### src/rtl/gate_vector_seq_if.sv
// Stimulus/result bundle between the vector sequencer and its environment.
// The gate under test closes the loop from vec back to dut_o.
interface gate_vector_seq_if #(
    parameter int N_IN = 3
);
    logic            start;
    logic            dut_o;
    logic [N_IN-1:0] vec;
    logic            busy;
    logic            done;
    logic            pass;
    logic [N_IN:0]   err_cnt;
    logic [N_IN-1:0] first_err_vec;

    modport master (
        input  start, dut_o,
        output vec, busy, done, pass, err_cnt, first_err_vec
    );

    modport slave (
        output start, dut_o,
        input  vec, busy, done, pass, err_cnt, first_err_vec
    );
endinterface

### src/rtl/gate_vector_seq.sv
// Exhaustive stimulus sequencer for a small combinational gate: walks every
// input vector, compares the gate output with a truth table, counts mismatches.
module gate_vector_seq #(
    parameter int                 N_IN        = 3,
    parameter int                 HOLD_CYCLES = 100,
    parameter logic [2**N_IN-1:0] TRUTH_TABLE = 8'b1000_0000
) (
    input logic              clk,
    input logic              rst_n,
    gate_vector_seq_if.master io
);
    localparam int HW = (HOLD_CYCLES > 1) ? $clog2(HOLD_CYCLES) : 1;
    localparam logic [HW-1:0]   HOLD_LAST = HW'(HOLD_CYCLES - 1);
    localparam logic [N_IN-1:0] VEC_MAX   = '1;

    typedef enum logic [1:0] {
        IDLE,
        DRIVE,
        DONE
    } state_t;

    state_t          state_q, state_d;
    logic [N_IN-1:0] vec_q, vec_d;
    logic [HW-1:0]   hold_q, hold_d;
    logic            busy_q, busy_d;
    logic            done_q, done_d;
    logic            pass_q, pass_d;
    logic [N_IN:0]   err_q, err_d;
    logic [N_IN-1:0] first_q, first_d;
    logic            mism;
    logic [N_IN:0]   err_upd;

    always_ff @(posedge clk) begin
        if (!rst_n) begin
            state_q <= IDLE;
            vec_q   <= '0;
            hold_q  <= '0;
            busy_q  <= 1'b0;
            done_q  <= 1'b0;
            pass_q  <= 1'b0;
            err_q   <= '0;
            first_q <= '0;
        end else begin
            state_q <= state_d;
            vec_q   <= vec_d;
            hold_q  <= hold_d;
            busy_q  <= busy_d;
            done_q  <= done_d;
            pass_q  <= pass_d;
            err_q   <= err_d;
            first_q <= first_d;
        end
    end

    always_comb begin
        state_d = state_q;
        vec_d   = vec_q;
        hold_d  = hold_q;
        busy_d  = busy_q;
        done_d  = done_q;
        pass_d  = pass_q;
        err_d   = err_q;
        first_d = first_q;
        mism    = io.dut_o != TRUTH_TABLE[vec_q];
        err_upd = err_q + (N_IN + 1)'(mism);

        unique case (state_q)
            IDLE, DONE: begin
                if (io.start) begin
                    state_d = DRIVE;
                    vec_d   = '0;
                    hold_d  = '0;
                    busy_d  = 1'b1;
                    done_d  = 1'b0;
                    pass_d  = 1'b0;
                    err_d   = '0;
                    first_d = '0;
                end
            end
            DRIVE: begin
                hold_d = hold_q + HW'(1);
                if (hold_q == HOLD_LAST) begin
                    err_d = err_upd;
                    // err_q still zero means this is the run's first miss
                    if (mism && err_q == '0)
                        first_d = vec_q;
                    if (vec_q == VEC_MAX) begin
                        state_d = DONE;
                        hold_d  = '0;
                        busy_d  = 1'b0;
                        done_d  = 1'b1;
                        pass_d  = err_upd == '0;
                    end else begin
                        vec_d  = vec_q + N_IN'(1);
                        hold_d = '0;
                    end
                end
            end
            default: state_d = IDLE;
        endcase
    end

    assign io.vec           = vec_q;
    assign io.busy          = busy_q;
    assign io.done          = done_q;
    assign io.pass          = pass_q;
    assign io.err_cnt       = err_q;
    assign io.first_err_vec = first_q;
endmodule

### src/flat_wrapper.sv
// flat-port wrapper written by rule: the top's interface ports become plain ports
module gate_vector_seq_flat 
#(
    parameter int                 N_IN        = 3,
    parameter int                 HOLD_CYCLES = 100,
    parameter logic [2**N_IN-1:0] TRUTH_TABLE = 8'b1000_0000
)
  (clk, rst_n, io_start, io_dut_o, io_vec, io_busy, io_done, io_pass, io_err_cnt, io_first_err_vec);
  gate_vector_seq_if #(.N_IN(N_IN)) io_i ();
  input logic clk;
  input logic rst_n;
  input wire logic [$bits(io_i.start)-1:0] io_start;
  input wire logic [$bits(io_i.dut_o)-1:0] io_dut_o;
  output wire logic [$bits(io_i.vec)-1:0] io_vec;
  output wire logic [$bits(io_i.busy)-1:0] io_busy;
  output wire logic [$bits(io_i.done)-1:0] io_done;
  output wire logic [$bits(io_i.pass)-1:0] io_pass;
  output wire logic [$bits(io_i.err_cnt)-1:0] io_err_cnt;
  output wire logic [$bits(io_i.first_err_vec)-1:0] io_first_err_vec;
  assign io_i.start = io_start;
  assign io_i.dut_o = io_dut_o;
  assign io_vec = io_i.vec;
  assign io_busy = io_i.busy;
  assign io_done = io_i.done;
  assign io_pass = io_i.pass;
  assign io_err_cnt = io_i.err_cnt;
  assign io_first_err_vec = io_i.first_err_vec;
  gate_vector_seq #(.N_IN(N_IN), .HOLD_CYCLES(HOLD_CYCLES), .TRUTH_TABLE(TRUTH_TABLE)) u_core (.clk(clk), .rst_n(rst_n), .io(io_i));
endmodule
### config.mk
export PLATFORM = sky130hd
export DESIGN_NAME = gate_vector_seq_flat
export DESIGN_NICKNAME = d
export VERILOG_FILES = /design/src/rtl/gate_vector_seq_if.sv /design/src/rtl/gate_vector_seq.sv /design/src/flat_wrapper.sv
export SDC_FILE = /design/constraint.sdc
export NUM_CORES = 1
export LEC_CHECK = 0
export BUFFER_PORTS_ARGS = -buffer_cell sky130_fd_sc_hd__buf_4
export CORE_ASPECT_RATIO = 1.5
export CORE_MARGIN = 3
export CORE_UTILIZATION = 50
export DETAILED_ROUTE_END_ITERATION = 10
export PLACE_DENSITY = 0.8
export SLEW_MARGIN = 20
export SYNTH_ARGS = -nofsm -noshare
export SYNTH_HDL_FRONTEND = slang
export SYNTH_SLANG_ARGS = --single-unit
### constraint.sdc
create_clock -name clk -period 4.1 [get_ports clk]
set_input_delay 0.615 -clock clk [delete_from_list [all_inputs] [get_ports clk]]
set_output_delay 0.615 -clock clk [all_outputs]
set_load 0.05 [all_outputs]
After elaboration in Yosys (flattened, before gate mapping)

Memories as Yosys holds them, arrays and structs flattened. A register that Yosys moved wholly into a read port is not among the register bits.
Index checks and enable logic that the tools add are counted.
Widths: inputs -> output; s select.

Register bits: 22
Bits in read-only memories: 8
Input bits: 4
Output and inout bits: 13
Word-level logic and storage cells: 66
Memories kept: 1

Memory list:

| name             | depth | bits a word | read ports | clocked after memory_dff | write ports | line                  | RTL |
|---|---|---|---|---|---|---|---|
| (name not given) | 8     | 1           | 1          | 1                        | 0           | gate_vector_seq.sv:64 | `mism = io.dut_o != TRUTH_TABLE[vec_q];` |

$add $sub $neg: 3
Order comparisons: 1
Equality and inequality tests: 10
Multiplexer cells: 31
Reduce and logical (&&, ||, !) cells: 12

Operators with widths:

| operator            | number |
|---|---|
| $mux 3              | 7 |
| $mux 7              | 2 |
| $pmux 7 s2          | 1 |
| $pmux 3 s2          | 2 |
| $reduce_and 4->1    | 3 |
| $mux 1              | 9 |
| $logic_not 4->1     | 2 |
| $mux 4              | 2 |
| $pmux 4 s2          | 1 |
| $add 7x1->7 const B | 1 |
| $eq 7x7->1 const B  | 1 |
| $mux 2              | 3 |
| $ne 2x1->1 const B  | 3 |
| $pmux 1 s2          | 3 |
| $reduce_and 3->1    | 2 |
| $add 4x1->4         | 1 |
| $lt 3x4->1 const B  | 1 |
| $ne 2x2->1 const B  | 2 |
| $pmux 2 s2          | 1 |
| $add 3x1->3 const B | 1 |
| $eq 3x3->1 const B  | 1 |
| $eq 2x1->1 const B  | 1 |
| $eq 2x2->1 const B  | 1 |
| $logic_not 2->1     | 1 |
| 5 further kinds     | 5 |

Longest topological paths before layout

Gate-level depths: netlist of the first run.

Depth in word-level cells: 8
Gate-level depth with buffers: 7
Mapped depth without buffers: 7

Worst setup path before layout of the first run

Ideal clock, no wire load.

Kind: register to register
Start point: register u_core.vec_q[0], in the netlist u_core.io.vec[0]
End point: register u_core.vec_q[0], in the netlist u_core.io.vec[0]
Library setup time: 0.116 ns
Data arrival time: 2.159 ns
Required time: 3.984 ns
Path slack: 1.825 ns
Cell stages (with the launch flop): 8
Buffers on the path: 1
Clock period less this slack: 2.275 ns
Path through: dfxtp_1 > ha_1 > ha_1 > buf_4 > or3b_1 > and3_1 > a211o_2 > and2_2

Word-level cells in the longest chain between the ends: 4
Elaborated cells between the ends (all ways): 7
Classes of those cells: add/sub: 1; eq/ne: 2; mux: 3; reduce/logical: 1

RTL lines:

| item                     | line                  | RTL |
|---|---|---|
| start: declaration       | gate_vector_seq.sv:23 | `logic [N_IN-1:0] vec_q, vec_d;` |
| start signal: assignment | gate_vector_seq.sv:45 | `vec_q <= vec_d;` |
| $add 3x1->3              | gate_vector_seq.sv:94 | `vec_d = vec_q + N_IN'(1);` |
| $mux 3                   | gate_vector_seq.sv:87 | `if (vec_q == VEC_MAX) begin` |
| $mux 3                   | gate_vector_seq.sv:82 | `if (hold_q == HOLD_LAST) begin` |
| $pmux 3 s2               | gate_vector_seq.sv:67 | `unique case (state_q)` |

Several ways; a longest one is shown, not always the timed one. The select of a mux whose other input is x is not followed.
A chain may end at the register's enable or synchronous reset.

Worst setup path after layout of the first run

Same ends and word-level chain as after synthesis.

==> results of run 1 <==
## sequential cells by signal (all words and copies together) (netlist names), named ones only
signal                   cells
u_core.io.pass               1
u_core.hold_q                7
u_core.state_q               2
u_core.io.done               1
u_core.io.err_cnt            4
u_core.io.first_err_vec      3
u_core.io.busy               1
u_core.io.vec                3
## worst max-delay path by stage
stage                                   from                             to  slack (ns)  cells past startpoint
3_3_place_gp   u_core.io.vec[0]$_SDFFE_PN0N_  u_core.io.vec[0]$_SDFFE_PN0N_        2.03                      6
4_1_cts        u_core.io.vec[0]$_SDFFE_PN0N_  u_core.io.vec[0]$_SDFFE_PN0N_        1.95                      6
5_1_grt        u_core.io.vec[0]$_SDFFE_PN0N_                       register        1.86                      6
6_report       u_core.io.vec[0]$_SDFFE_PN0N_  u_core.io.vec[0]$_SDFFE_PN0N_        1.93                      6
3_5_place_dp   u_core.io.vec[0]$_SDFFE_PN0N_  u_core.io.vec[0]$_SDFFE_PN0N_        1.97                      6
2_1_floorplan  u_core.io.vec[0]$_SDFFE_PN0N_  u_core.io.vec[0]$_SDFFE_PN0N_        1.83                      7
## area by class of cell
cell class | instances | area [um^2]
well taps | 23 | 28.8
repair buffers | 16 | 120
multi-input cells | 101 | 673
inverters | 2 | 7.51
clock buffers | 3 | 22.5
flip-flops and latches | 23 | 460
clock inverters | 1 | 5.00
fillers | 205 | 942
## cell families (layout without fill, tap and decap cells)
| kind of cell | after synthesis | count (layout) | synth area share (%) |
|---|---|---|---|
| XOR/XNOR | 4 | 4 | 2.93 |
| flip-flops | 23 | 23 | 38.6 |
| multiplexers | 5 | 5 | 4.30 |
| AO/OA/AOI/OAI | 32 | 32 | 17.2 |
| buffers and inverters | 9 | 22 | 5.03 |
| AND/OR/NAND/NOR | 55 | 55 | 26.7 |
| adder cells (fa/ha/maj) | 5 | 5 | 5.24 |
## cells in the mapped netlist, types with 2 or more instances
master and n:
o21ai_0 6, nand3_1 5, a21oi_1 10, inv_1 2
nand2b_1 2, buf_6 3, nor2_1 12, nand2_1 12
a22oi_1 2, nor2b_1 3, ha_1 5, o211ai_1 3
xor2_1 4, nor3_1 2, clkbuf_1 3, and3_1 2
a31oi_1 3, dfxtp_1 23, and2_1 2, a311oi_1 2
mux2i_1 4, nand4_1 4
## power by group through the flow
| stage | Clock (mW) | Combinational [mW] | Sequential (mW) |
|---|---|---|---|
| global route | 0.121 | 0.0389 | 0.230 |
| global placement | 0 | 0.0342 | 0.234 |
| floorplan | 0 | 0.0254 | 0.237 |
| finish | 0.107 | 0.0352 | 0.230 |
| CTS | 0.109 | 0.0348 | 0.230 |
| detailed placement | 0 | 0.0347 | 0.235 |
## routing by layer
metal | vias up | track usage (%) | part of all wire (%)
li1 | 512 | - | -
met1 | 528 | 21.0 | 39
met2 | 23 | 34.7 | 56
met3 | 5 | 2.45 | 3.0
met4 | 0 | 9.61 | 1.9
met5 | - | 0 | 0
## critical path, cell delays in order, from the launching register on
cell and delay [ns]:
dfxtp_1 0.40, ha_1 0.23, ha_1 0.31, or3b_1 0.45, and3_1 0.20, a211o_2 0.31, and2_2 0.18
## through the flow
step                hold WS, ns  cells  total power [mW]  setup WS [ns]  util, %
finish                    0.477    169             0.372           1.93     58.3
floorplan                 0.437    133             0.262           1.83        -
global placement          0.446    165             0.269           2.03     57.1
detailed placement        0.456    165             0.269           1.97     57.1
global route              0.488    169             0.391           1.86     58.3
CTS                       0.481    169             0.373           1.95     58.3
## cell usage in the layout (no fill, tap or decap), types with 2 or more instances in the layout
cell type | Yosys | layout
dfxtp_1 | 23 | 23
buf_4 | 1 | 16
nand2_1 | 12 | 12
nor2_1 | 12 | 12
a21oi_1 | 10 | 10
o21ai_0 | 6 | 6
nand3_1 | 5 | 5
ha_1 | 5 | 5
xor2_1 | 4 | 4
nand4_1 | 4 | 4
mux2i_1 | 4 | 4
nor2b_1 | 3 | 3
a31oi_1 | 3 | 3
o211ai_1 | 3 | 3
clkbuf_4 | 0 | 3
inv_1 | 2 | 2
and2_1 | 2 | 2
nand2b_1 | 2 | 2
nor3_1 | 2 | 2
a311oi_1 | 2 | 2
a22oi_1 | 2 | 2
and3_1 | 2 | 2
==> results.md, run 1 <==
- CTS sink cnt: 23
- Routed Antenna Nets: 0
- Sequential share of the synthesized area: 38.6%
- Hold path endpoint: u_core.io.first_err_vec[2]$_SDFFE_PN0P_
- Die area: just over 0.003 mm^2
- Post-layout nets: approximately 160
- Cts hold-fix bufs: 0
- DRC: 0
- Final WL: 2640 um
- HP Class: register to register
- Via count: about 1100
- RSZ-0062 raised after global routing: false
- Initial drt markers: 34
- CP required: 4.33 ns
- Core ar.: 0.00226 mm^2
- DP Area: 0.00129 mm^2
- H-tree Lvls: 1
- Outcome: finished, final reports clean
- Number of post-CTS setup repair buffers: 0
- Async SR Flop Fraction: 0%
- First-pass GRT wire length: between 4000 and 5000 um
- Clock root cell: clkbuf_4
- Crit path launch type: register
- Pint: roughly 270 uW
- Most used DFF post-synth: dfxtp_1
- DP HPWL: approximately 2000 um
- IO Pins: 17
- Logic pwr share: 9.5%
- Relative slew slack: 54.7%
- Ant. Diodes: 0
- Power density over the cells: between 200 and 300 mW/mm^2
- Synth Warn #: 0
- Worst skew pair latency: about 0.32 ns
- Max Buffers Root-to-Sink: 2
- Netlist Area Pre-Place: 0.00119 mm^2
- Initial antenna violation count: 0
- Largest area contributor in the netlist: dfxtp_1
- Switching power: 98.2 uW
- FF-to-FF path depth: 6
- R2R Path End: u_core.io.vec[0]$_SDFFE_PN0N_
- Worst hold stages: 2
- P&R area growth vs syn: 10.4%
- Fmax: around 0.46 GHz
- Post-synth top area share: about two fifths
- Inserted Clock Buffers: 3
- Yosys cell types: 41
- Syn Nets: about 140
- Final Cell Area: ~0.0013 mm^2
- Largest net degree at the start of global routing: 14
- TritonRoute pass-1 iters: 4
- FP Rows: 21
- Yosys reg bits: 23
- CTS clk-pin slew, worst paths: 0.12 ns
- Final slew viol count: 0
- Critical path type: register to register
- I/O Buffers: 16
- Die Span Y: roughly 66 um
- Tcrit/Tclk final: a little over half
- Switching Fraction: a little over a quarter
- Worst setup EP type: register
- Avg Cell Area, Syn: 8.97 um^2
- Peak supply drop: between 0.2 and 0.25 mV
- HP Start: u_core.io.first_err_vec[2]$_SDFFE_PN0P_
- Number of synthesized flops with an enable pin: 0
- GPL Wtd Cong: between 0.7 and 0.8
- Arr. time, crit path: roughly 2.4 ns
- Final setup vio count: 0
- CTS resizes: 0
- DR WL/cell: ~16 um
- Vias in the first global route: 992
- Final Hold Violating Endpoints: 0
- Share of cells above drive strength 1: between 10% and 20%
- Starting Density: 52.8%
- Sequential power share: 61.7%
- Dominant cells by area after synthesis: dfxtp_1 39%, ha_1 5.2%, a21oi_1 4.2%
- Via density: between 6 and 7
- Gr ovfl total: 0
- Worst r2r src: u_core.io.vec[0]$_SDFFE_PN0N_
- Synth Instances: roughly 130
- Worst-margin pin slew: slightly below 0.7 ns
- Power share of the clock group: 28.8%
- Leakage power: 0.519 nW
- CTS tree: yes
- Die W: between 40 and 50 um
- Setup TNS: 0 ns
- Min Tclk post-route: 2.17 ns
- Crit path max fanout: 9
- Max_cap viols: 0
- Worst R2R Setup Slack: 1.93 ns
- Skew final: ~0.0013 ns
- Gr usage total: 19.4%
Power figures use the tool's default switching activity.
==> run 2, diff against run 1 <==
clock period = 2.2 ns   (was 4.1 ns; I/O delays follow)
==> run 2 against run 1 <==
  * Combinational power grew 95%
  * Via count shrank 3.7%
  * Clock skew is essentially flat
  * Fmax grew 11%
  * Critical endpoint unchanged
==> results.md, run 2 (synthesized netlist as in run 1, its figures left out) <==
- Outcome: finished, final reports clean
- Largest net degree at the start of global routing: 14 (unchanged)
- Leakage power: 0.528 nW (+1.7%)
- Commonest non-fill, non-tap cell in the layout: dfxtp_1
- Die area: 0.00302 mm^2 (unchanged)
- DR WL/cell: 15.4 um (-1.6%)
- Final Cell Area: 0.00133 mm^2 (+1.2%)
- P&R area growth vs syn: 11.7%
- CTS clk-pin slew, worst paths: 0.12 ns (about the same)
- CTS resizes: 0 (unchanged)
- Skew final: 0.00140 ns (+0.0000838 ns)
- Arr. time, crit path: 2.17 ns (-0.23 ns)
- Initial antenna violation count: 0 (unchanged)
- FP Rows: 21 (unchanged)
- Final WL: 2630 um (-0.42%)
- Worst-margin pin slew: 0.414 ns (-0.263 ns)
- Reg with most FFs: u_core.hold_q
- Final slew viol count: 0 (unchanged)
- Critical path origin: u_core.io.vec[0]$_SDFFE_PN0N_
- Tcrit/Tclk final: 88.9% (+36 points)
- Die Span Y: 65.8 um (unchanged)
- IO Pins: 17 (unchanged)
- Final setup vio count: 0 (unchanged)
- CP endpoint: u_core.io.vec[0]$_SDFFE_PN0N_
- Setup TNS: 0 ns (unchanged)
- Crit path max fanout: 6 (-3)
- Peak supply drop: 0.369 mV (+68%)
- I/O Buffers: 16 (unchanged)
- Area of the multi-input gates: 673 um^2 (unchanged)
- FF-to-FF path depth: 6 (unchanged)
- Gr usage total: 19.9% (+0.52 points)
- Crit path launch type: register
- Cts hold-fix bufs: 0 (unchanged)
- Gr ovfl total: 0 (unchanged)
- Final Hold Violating Endpoints: 0 (unchanged)
- DRC: 0 (unchanged)
- Number of post-CTS setup repair buffers: 0 (unchanged)
- H-tree Lvls: 1 (unchanged)
- Worst r2r src: u_core.io.vec[0]$_SDFFE_PN0N_
- Commonest cells after routing, fill and taps aside: 21 x dfxtp_1, 18 x buf_4, 12 x nand2_1, 12 x nor2_1, 10 x a21oi_1
- GPL Wtd Cong: 0.816 (+5.3%)
- Pre-CTS setup slack: 0.275 ns (-1.70 ns)
- RSZ-0062 raised after global routing: false
- Clock root cell: clkbuf_4
- Worst R2R Setup Slack: 0.24 ns (-1.69 ns)
- CTS sink cnt: 23 (unchanged)
- CP required: 2.42 ns (-1.91 ns)
- Min Tclk post-route: 1.96 ns (-0.214 ns)
- Worst setup EP type: register
- Core ar.: 0.00226 mm^2 (unchanged)
- Via count: 1029 (-3.7%)
- Die W: 45.9 um (unchanged)
- R2R Path End: u_core.io.vec[0]$_SDFFE_PN0N_
- Worst setup margin: 0.244 ns (-1.69 ns)
- HP Class: input port to register
- Critical path type: register to register
- CTS tree: yes
- Total power: 690 uW (+85%)
- TritonRoute pass-1 iters: 4 (unchanged)
- Via density: 6.02 (-4.8%)
- Share of cells above drive strength 1: 18.9% (+1.8 points)
- Ant. Diodes: 0 (unchanged)
- Largest register FFs: 7 (unchanged)
- Max_cap viols: 0 (unchanged)
- Fmax: 0.511 GHz (+11%)
- Inserted Clock Buffers: 3 (unchanged)
- FILL cells: 201 (-2.0%)
- Power density over the cells: 517 mW/mm^2 (+83%)
- Initial drt markers: 39 (+15%)
- DP HPWL: 2020 um (-0.29%)
- Vias in the first global route: 1037 (+4.5%)
- Register area: 463 um^2 (+0.54%)
- Relative slew slack: 72.4% (+18 points)
- DP Area: 0.00131 mm^2 (+1.4%)
- Post-layout nets: 158 (+1.3%)
- First-pass GRT wire length: 4510 um (+5.3%)
- Max Buffers Root-to-Sink: 2 (unchanged)
- Worst skew pair latency: 0.31 ns (about the same)
- Starting Density: 52.8% (unchanged)
- Routed Antenna Nets: 0 (unchanged)
[run 2: critical path: stages, from the launching register on]
cell     delay, ns
dfxtp_2       0.38
ha_1          0.21
ha_1          0.18
or3b_1        0.40
and3_1        0.20
a211o_2       0.30
and2_2        0.19
[run 2: stage by stage]
step,hold slack [ns],util [%],cells
global route,0.333,59.0,171
detailed placement,0.454,57.9,167
floorplan,0.437,-,133
global placement,0.445,57.9,167
finish,0.332,59.0,171
CTS,0.332,59.0,171
[run 2: worst min-delay path by stage]
stage                                                  startpoint                                      end  slack, ns  cells past startpoint
final                                                    io_start           u_core.state_q[1]$_SDFFE_PN0P_       0.33                      4
after floorplan                     u_core.hold_q[6]$_SDFFE_PN0P_            u_core.hold_q[6]$_SDFFE_PN0P_       0.44                      1
after detailed placement  u_core.io.first_err_vec[1]$_SDFFE_PN0P_  u_core.io.first_err_vec[1]$_SDFFE_PN0P_       0.45                      2
after CTS                                                io_start           u_core.state_q[1]$_SDFFE_PN0P_       0.33                      4
after global routing                                        rst_n  u_core.io.first_err_vec[2]$_SDFFE_PN0P_       0.33                      3
after global placement    u_core.io.first_err_vec[0]$_SDFFE_PN0P_  u_core.io.first_err_vec[0]$_SDFFE_PN0P_       0.45                      2
[run 2: layout make-up]
cell class | count | area share [%]
inverter | 2 | 0.563
tap | 23 | 2.16
timing repair buffer | 18 | 10.1
multi-input combinational | 101 | 50.5
sequential | 23 | 34.7
clock buffer | 4 | 1.97
[run 2: where the power goes]
part | internal, mW | leakage [nW] | total, mW | switching (mW)
combinational | 0.0223 | 0.326 | 0.0685 | 0.0462
sequential | 0.421 | 0.187 | 0.428 | 0.00632
clock | 0.0709 | 0.0150 | 0.193 | 0.122
[run 2: metal layers]
layer  vias up  routed length [um]  global-route usage [%]
li1        521                   -                       -
met1       486                1060                    22.5
met2        17                1440                    34.3
met3         5                  78                    3.00
met4         0                  51                    9.96
met5         -                   0                       0
